--- src/rtl/prog_loader.sv ---
// prog_loader: 8N1 UART receiver that writes a DEPTH-byte program into a
// 4-bit-addressed memory after each start pulse.
module prog_loader #(
  parameter int unsigned CLKS_PER_BIT = 434,
  parameter int unsigned DEPTH        = 16
) (
  input  logic       clk,
  input  logic       rst,
  input  logic       rx,
  input  logic       start,
  output logic [3:0] addr_out,
  output logic [7:0] data_out,
  output logic       we_out,
  output logic       busy,
  output logic       done,
  output logic       frame_err
);

  localparam int unsigned ADDR_W = 4;
  localparam int unsigned DATA_W = 8;
  localparam int unsigned BIT_W  = 3;
  localparam int unsigned CNT_W  = $clog2(CLKS_PER_BIT);
  localparam int unsigned HALF   = CLKS_PER_BIT / 2;

  localparam logic [CNT_W-1:0]  BIT_LAST  = CNT_W'(CLKS_PER_BIT - 1);
  localparam logic [CNT_W-1:0]  HALF_LAST = CNT_W'(HALF - 1);
  localparam logic [BIT_W-1:0]  BIT_MAX   = BIT_W'(DATA_W - 1);
  localparam logic [ADDR_W-1:0] IDX_LAST  = ADDR_W'(DEPTH - 1);

  typedef enum logic [1:0] {
    S_IDLE  = 2'd0,
    S_START = 2'd1,
    S_DATA  = 2'd2,
    S_STOP  = 2'd3
  } state_t;

  state_t              state;
  state_t              state_nxt;
  logic                rx_meta;
  logic                rx_sync;
  logic                rx_prev;
  logic                rx_fall;
  logic [CNT_W-1:0]    clk_cnt;
  logic [BIT_W-1:0]    bit_cnt;
  logic [DATA_W-1:0]   shreg;
  logic                cnt_clr_c;
  logic                data_tick_c;
  logic                stop_tick_c;

  // Two-flop synchronizer plus one history flop for start-edge detection
  always_ff @(posedge clk or posedge rst) begin
    if (rst) begin
      rx_meta <= 1'b1;
      rx_sync <= 1'b1;
      rx_prev <= 1'b1;
    end else begin
      rx_meta <= rx;
      rx_sync <= rx_meta;
      rx_prev <= rx_sync;
    end
  end

  assign rx_fall = rx_prev & ~rx_sync;

  // Receive FSM state register
  always_ff @(posedge clk or posedge rst) begin
    if (rst) begin
      state <= S_IDLE;
    end else begin
      state <= state_nxt;
    end
  end

  // Receive FSM next-state logic
  always_comb begin
    state_nxt = state;
    case (state)
      S_IDLE: begin
        if (rx_fall) state_nxt = S_START;
      end
      S_START: begin
        if (clk_cnt == HALF_LAST) state_nxt = rx_sync ? S_IDLE : S_DATA;
      end
      S_DATA: begin
        if (clk_cnt == BIT_LAST && bit_cnt == BIT_MAX) state_nxt = S_STOP;
      end
      S_STOP: begin
        if (clk_cnt == BIT_LAST) state_nxt = S_IDLE;
      end
      default: state_nxt = S_IDLE;
    endcase
  end

  // Receive FSM control strobes: counter restart, data sample, stop sample
  always_comb begin
    cnt_clr_c   = 1'b0;
    data_tick_c = 1'b0;
    stop_tick_c = 1'b0;
    case (state)
      S_IDLE: begin
        cnt_clr_c = 1'b1;
      end
      S_START: begin
        if (clk_cnt == HALF_LAST) cnt_clr_c = 1'b1;
      end
      S_DATA: begin
        if (clk_cnt == BIT_LAST) begin
          cnt_clr_c   = 1'b1;
          data_tick_c = 1'b1;
        end
      end
      S_STOP: begin
        if (clk_cnt == BIT_LAST) begin
          cnt_clr_c   = 1'b1;
          stop_tick_c = 1'b1;
        end
      end
      default: cnt_clr_c = 1'b1;
    endcase
  end

  // Bit-period counter, data bit counter and LSB-first shift register
  always_ff @(posedge clk or posedge rst) begin
    if (rst) begin
      clk_cnt <= '0;
      bit_cnt <= '0;
      shreg   <= '0;
    end else begin
      clk_cnt <= cnt_clr_c ? '0 : clk_cnt + 1'b1;
      if (data_tick_c) begin
        bit_cnt <= bit_cnt + 1'b1;
        shreg   <= {rx_sync, shreg[DATA_W-1:1]};
      end else if (state != S_DATA) begin
        bit_cnt <= '0;
      end
    end
  end

  // Load control: arming, memory write strobe, write index and sticky flags
  always_ff @(posedge clk or posedge rst) begin
    if (rst) begin
      addr_out  <= '0;
      data_out  <= '0;
      we_out    <= 1'b0;
      busy      <= 1'b0;
      done      <= 1'b0;
      frame_err <= 1'b0;
    end else begin
      we_out <= 1'b0;
      if (start && !busy) begin
        busy      <= 1'b1;
        done      <= 1'b0;
        frame_err <= 1'b0;
        addr_out  <= '0;
      end else begin
        if (stop_tick_c && busy) begin
          if (rx_sync) begin
            we_out   <= 1'b1;
            data_out <= shreg;
          end else begin
            frame_err <= 1'b1;
          end
        end
        // Advance the index the cycle after a write; the last slot ends the load
        if (we_out) begin
          if (addr_out == IDX_LAST) begin
            addr_out <= '0;
            busy     <= 1'b0;
            done     <= 1'b1;
          end else begin
            addr_out <= addr_out + 1'b1;
          end
        end
      end
    end
  end

endmodule

--- config.mk ---
export PLATFORM = sky130hd
export DESIGN_NAME = prog_loader
export DESIGN_NICKNAME = d
export VERILOG_FILES = /design/src/rtl/prog_loader.sv
export SDC_FILE = /design/constraint.sdc
export NUM_CORES = 1
export LEC_CHECK = 0
export ABC_AREA = 1
export CAP_MARGIN = 0
export CORE_ASPECT_RATIO = 0.7
export CORE_MARGIN = 8
export CORE_UTILIZATION = 55
export DETAILED_ROUTE_END_ITERATION = 8
export GPL_TIMING_DRIVEN = 0
export HOLD_SLACK_MARGIN = 0.15
export PLACE_DENSITY = 0.82
export SLEW_MARGIN = 0
export SYNTH_ARGS = -nofsm -noshare
export SYNTH_HDL_FRONTEND = slang
export SYNTH_SLANG_ARGS = --single-unit
--- constraint.sdc ---
create_clock -name clk -period 4.1 [get_ports clk]
set_input_delay 0.82 -clock clk [delete_from_list [all_inputs] [get_ports clk]]
set_output_delay 0.82 -clock clk [all_outputs]
set_load 0.1 [all_outputs]
# Yosys cells after proc, flatten, opt, wreduce, memory -nomap -nowiden
# Cells that the tools add are included.
# totals
rom_bits	0
ff_bits	41
latch_bits	0
ram_bits	0
output_inout_bits	16
inputBits	4
n_memories	0
# classes
n_eq_ne	13
n_div	0
shift	0
n_addsub	3
reduce_logical	14
n_mux	29
n_mul	0
magnitude_cmp	0
bitwise	3
# op_table
cell	n
$mux 1	16
$mux 4	3
$mux 2	5
$ne 2x2->1 const B	5
$add 9x1->9 const B	1
$eq 9x8->1 const B	1
$eq 9x9->1 const B	1
$mux 9	1
$pmux 2 s4	1
$reduce_bool 2->1	4
$mux 3	2
$add 4x1->4 const B	1
$eq 2x2->1 const B	2
$eq 4x4->1 const B	1
$reduce_and 2->1	2
$reduce_and 4->1	1
$add 3x1->3 const B	1
$eq 3x3->1 const B	1
$logic_and 1x1->1	3
$pmux 1 s3	1
$reduce_and 3->1	1
$eq 2x1->1 const B	1
$logic_not 2->1	1
$ne 2x1->1 const B	1
other kinds (4)	5

# Logic depth before layout (Yosys ltp)
# depth
depth_word	6
ltp_mapped	10
mapped_depth_nobuf	10

# Worst setup path before layout
# No wires, ideal clock.
# synth_path
path_type	reg-to-output
start	reg busy
end	out busy
required_time_ps	3280
path_buffers	0
arrival_time_ps	950
setup_slack_ps	2330
path_stages_with_launch	1
path_cell_list	dfrtp_1
# synth_rtl
item	line	rtl
start, declared	14	output logic busy,
start signal, assigned	145	busy <= 1'b0;
start signal, assigned	151	busy <= 1'b1;
start signal, assigned	168	busy <= 1'b0;
# No word-level cell between the ends.

# Worst setup path in the final report
# layout_path
start	reg busy
end	out busy
# No word-level cell between the ends.

==> flow_summary.ini <==
[timing]
rsz0062_at_grt = no
timing.slew.headroom_pct = 35.1
setup_viol = 0
finalCriticalPeriod_ps = 2700
tightest_slew_ps = 971
setup_ws_ps = 1400
drv_slew = 0
fmax_ghz = 0.370
hold_viol = 0
setup_tns_ps = 0
finalCritPeriodShare_pct = 65.9
finClkSkew_ps = 12.4

[power]
switching_share_pct = 37.1
worst_ir_drop_vdd_v = 0.000276
combPwrFrac_pct = 27.7
leakage_nw = 1.11
powerDensity_nw_per_um2 = 494
switchingPower_w = 0.000417
power.internal_w = 0.000708
sequentialPowerShare_pct = 43.4
p_clk_share_pct = 28.9

[die]
die_w_um = 86.4
rows = 18
die_h_um = 65.3
dieArea_um2 = 5650
io_pins = 20
start_util_pct = 55.8
core_area_um2 = 3420

[logic_synthesis]
synth_nets = 222
synth_cell_types = 27
netlist.area_leader.share_pct = 49.8
avgSynthCellArea_um2 = 9.01
synth_area_leader_cell = dfrtp_1
synth_area_um2 = 1910
synth_cells = 212
synth_area_leaders = dfrtp_1 (50%), nand2_1 (10%), inv_1 (5.5%), dfstp_2 (4.1%), ha_1 (3.9%)
ys_ff_latch = 41
ys_seq_area_share_pct = 53.9
ys_warn_count = 0

[global_route]
grt_overflow = 0
grt_usage_pct = 13.5
grt_max_degree = 42
antenna_found_initial = 0
grt_pass1_vias = 1377
grt_pass1_wl_um = 6030

[cts]
htreeDepth = 2
cts_tree = yes
clock_latency_ps = 300
cts_setup_buffers = 0
cts.sinks = 41
clock_tree.buffer_depth = 2
clkTransAtPathRegs_ps = 80
clock-root-buffer = clkbuf_8
cts_resized = 0
cts_made_buffers = 5
hold_buffers = 0

[worst_setup_path]
critPathCaptureType = primary output
worst-setup-path-type = flip-flop to primary output
cp-start-kind = flip-flop
path_cells = clkdlybuf4s50_1
worst_path_dominant_cell_family = buffers and inverters
critPathBufInv = 1
path_max_fanout = 3
critical-path-max-stage-delay_ps = 1170
critPathSlowestCell = clkdlybuf4s50_1
worstPathArrival_ps = 1880
worst_ep_required_time_ps = 3280

[place]
dpl_worst_slack_ps = 1710
dp_cells = 281
port_buffers = 19
gp_congestion = 0.854
hpwlAfterDp_um = 2540
place_area_um2 = 2160

[layout]
layout.cells.non_filler = 289
layout_commonest_cell = nand2_1
nets = 248
design_area_um2 = 2280
fin_util_pct = 66.6
drive_above_1_share_pct = 14.6
num_antenna_cells = 0
mostFrequentLayoutCells = nand2_1 (52), dfrtp_1 (38), inv_1 (27), clkdlybuf4s50_1 (19), nor2_1 (15)
syn2layout_area_growth_pct = 19.3

[detailed_routing]
avgRoutedWirePerCell_um = 12.3
viasPerCell = 5.00
postRouteAntennaNets = 0
totalWireLength_um = 3540
dr_total_vias = 1445
first_iter_violations = 79
route.detailed.drc = 0
drt_first_pass_iters = 4

[status]
outcome = complete, no violations

[hold_path]
hold_path.class = flip-flop to flip-flop

[flow_run]
maxCapViolCount = 0
## synthesized netlist by cell type
| cell type | n |
|---|---|
| o21ai_2 | 7 |
| nor2_2 | 2 |
| nor2_4 | 1 |
| a31oi_1 | 1 |
| nand2_4 | 2 |
| nand4_1 | 2 |
| a21o_1 | 1 |
| inv_1 | 28 |
| dfstp_2 | 3 |
| o21a_1 | 1 |
| nand2_2 | 3 |
| nand3_1 | 13 |
| nor2_1 | 15 |
| nor3_2 | 1 |
| nor3_1 | 5 |
| inv_6 | 1 |
| buf_6 | 2 |
| dfrtp_1 | 38 |
| nor4_1 | 1 |
| nand2_1 | 52 |
| o21ai_0 | 5 |
| inv_2 | 3 |
| ha_1 | 6 |
| a21oi_1 | 8 |
| xor2_1 | 1 |
| nand4_4 | 1 |
| o21ai_1 | 9 |
## metal layers
layer / global-route usage [%] / vias up / part of all wire, %
met2: 20.4 / 48 / 41
met4: 6.41 / 0 / 1.7
met5: 0 / - / 0
met1: 17.5 / 662 / 51
li1: - / 728 / -
met3: 3.99 / 7 / 6.6
## worst reg2reg max path, cell delays in order (launching register included)
cell and delay, ps:
dfrtp_1 420, inv_1 90, ha_1 140, nand2_1 80
nor2_4 120, nand2_4 100, inv_6 100, nand4_4 140
buf_6 200, nand2_1 60, nand2_1 50
## worst paths after layout
kind / from / end / slack [ps] / cells after the start
hold reg to reg: rx_meta$_DFF_PP1_ / rx_sync$_DFF_PP1_ / 360 / 0
max in group asynchronous: rst / addr_out[0]$_DFFE_PP0P_ / 2580 / 2
setup reg to reg: clk_cnt[1]$_DFF_PP0_ / data_out[0]$_DFFE_PP0P_ / 2500 / 10
setup / recovery: busy$_DFFE_PP0P_ / busy / 1400 / 1
min in group asynchronous: rst / clk_cnt[1]$_DFF_PP0_ / 1000 / 2
hold / removal: rx_meta$_DFF_PP1_ / rx_sync$_DFF_PP1_ / 360 / 0
## flip-flops by register name, summed over array words and instances, names as in the netlist, named ones only
signal,cells
done,1
data_out,8
rx_sync,1
bit_cnt,3
rx_prev,1
rx_meta,1
addr_out,4
state,1
we_out,1
busy,1
frame_err,1
shreg,8
clk_cnt,9
## logic make-up after synthesis
kind of cell	synth area share [%]
DFF	53.9
adders and majority gates	3.93
and+or+nand+nor	23.9
AOI/OAI and AO/OA	10.1
buffers and inverters	7.73
xor gates and xnor gates	0.458
## layout make-up
type | instances | area, um2
plain buffers | 2 | 22.5
clock buffers | 5 | 68.8
clock inverters | 3 | 46.3
fillers | 291 | 1140
inverters | 32 | 125
multi-input cells | 137 | 733
flip-flops and latches | 41 | 1030
well taps | 50 | 62.6
repair buffers | 19 | 190
## per-stage QoR
stage               power [W]  hold slack, ps
global placement     0.000799             346
detailed placement   0.000809             348
global route          0.00118             368
CTS                   0.00113             359
finish                0.00112             358
floorplan            0.000734             345
## power groups by stage
stage                     combinational (W)  clock (W)  sequential [W]
after global placement             0.000306          0        0.000493
after CTS                          0.000314   0.000329        0.000488
final                              0.000312   0.000325        0.000488
after global routing               0.000343   0.000345        0.000495
after floorplan                    0.000149          0        0.000584
after detailed placement           0.000314          0        0.000495
Note: power is estimated with default switching activity, not from simulation.
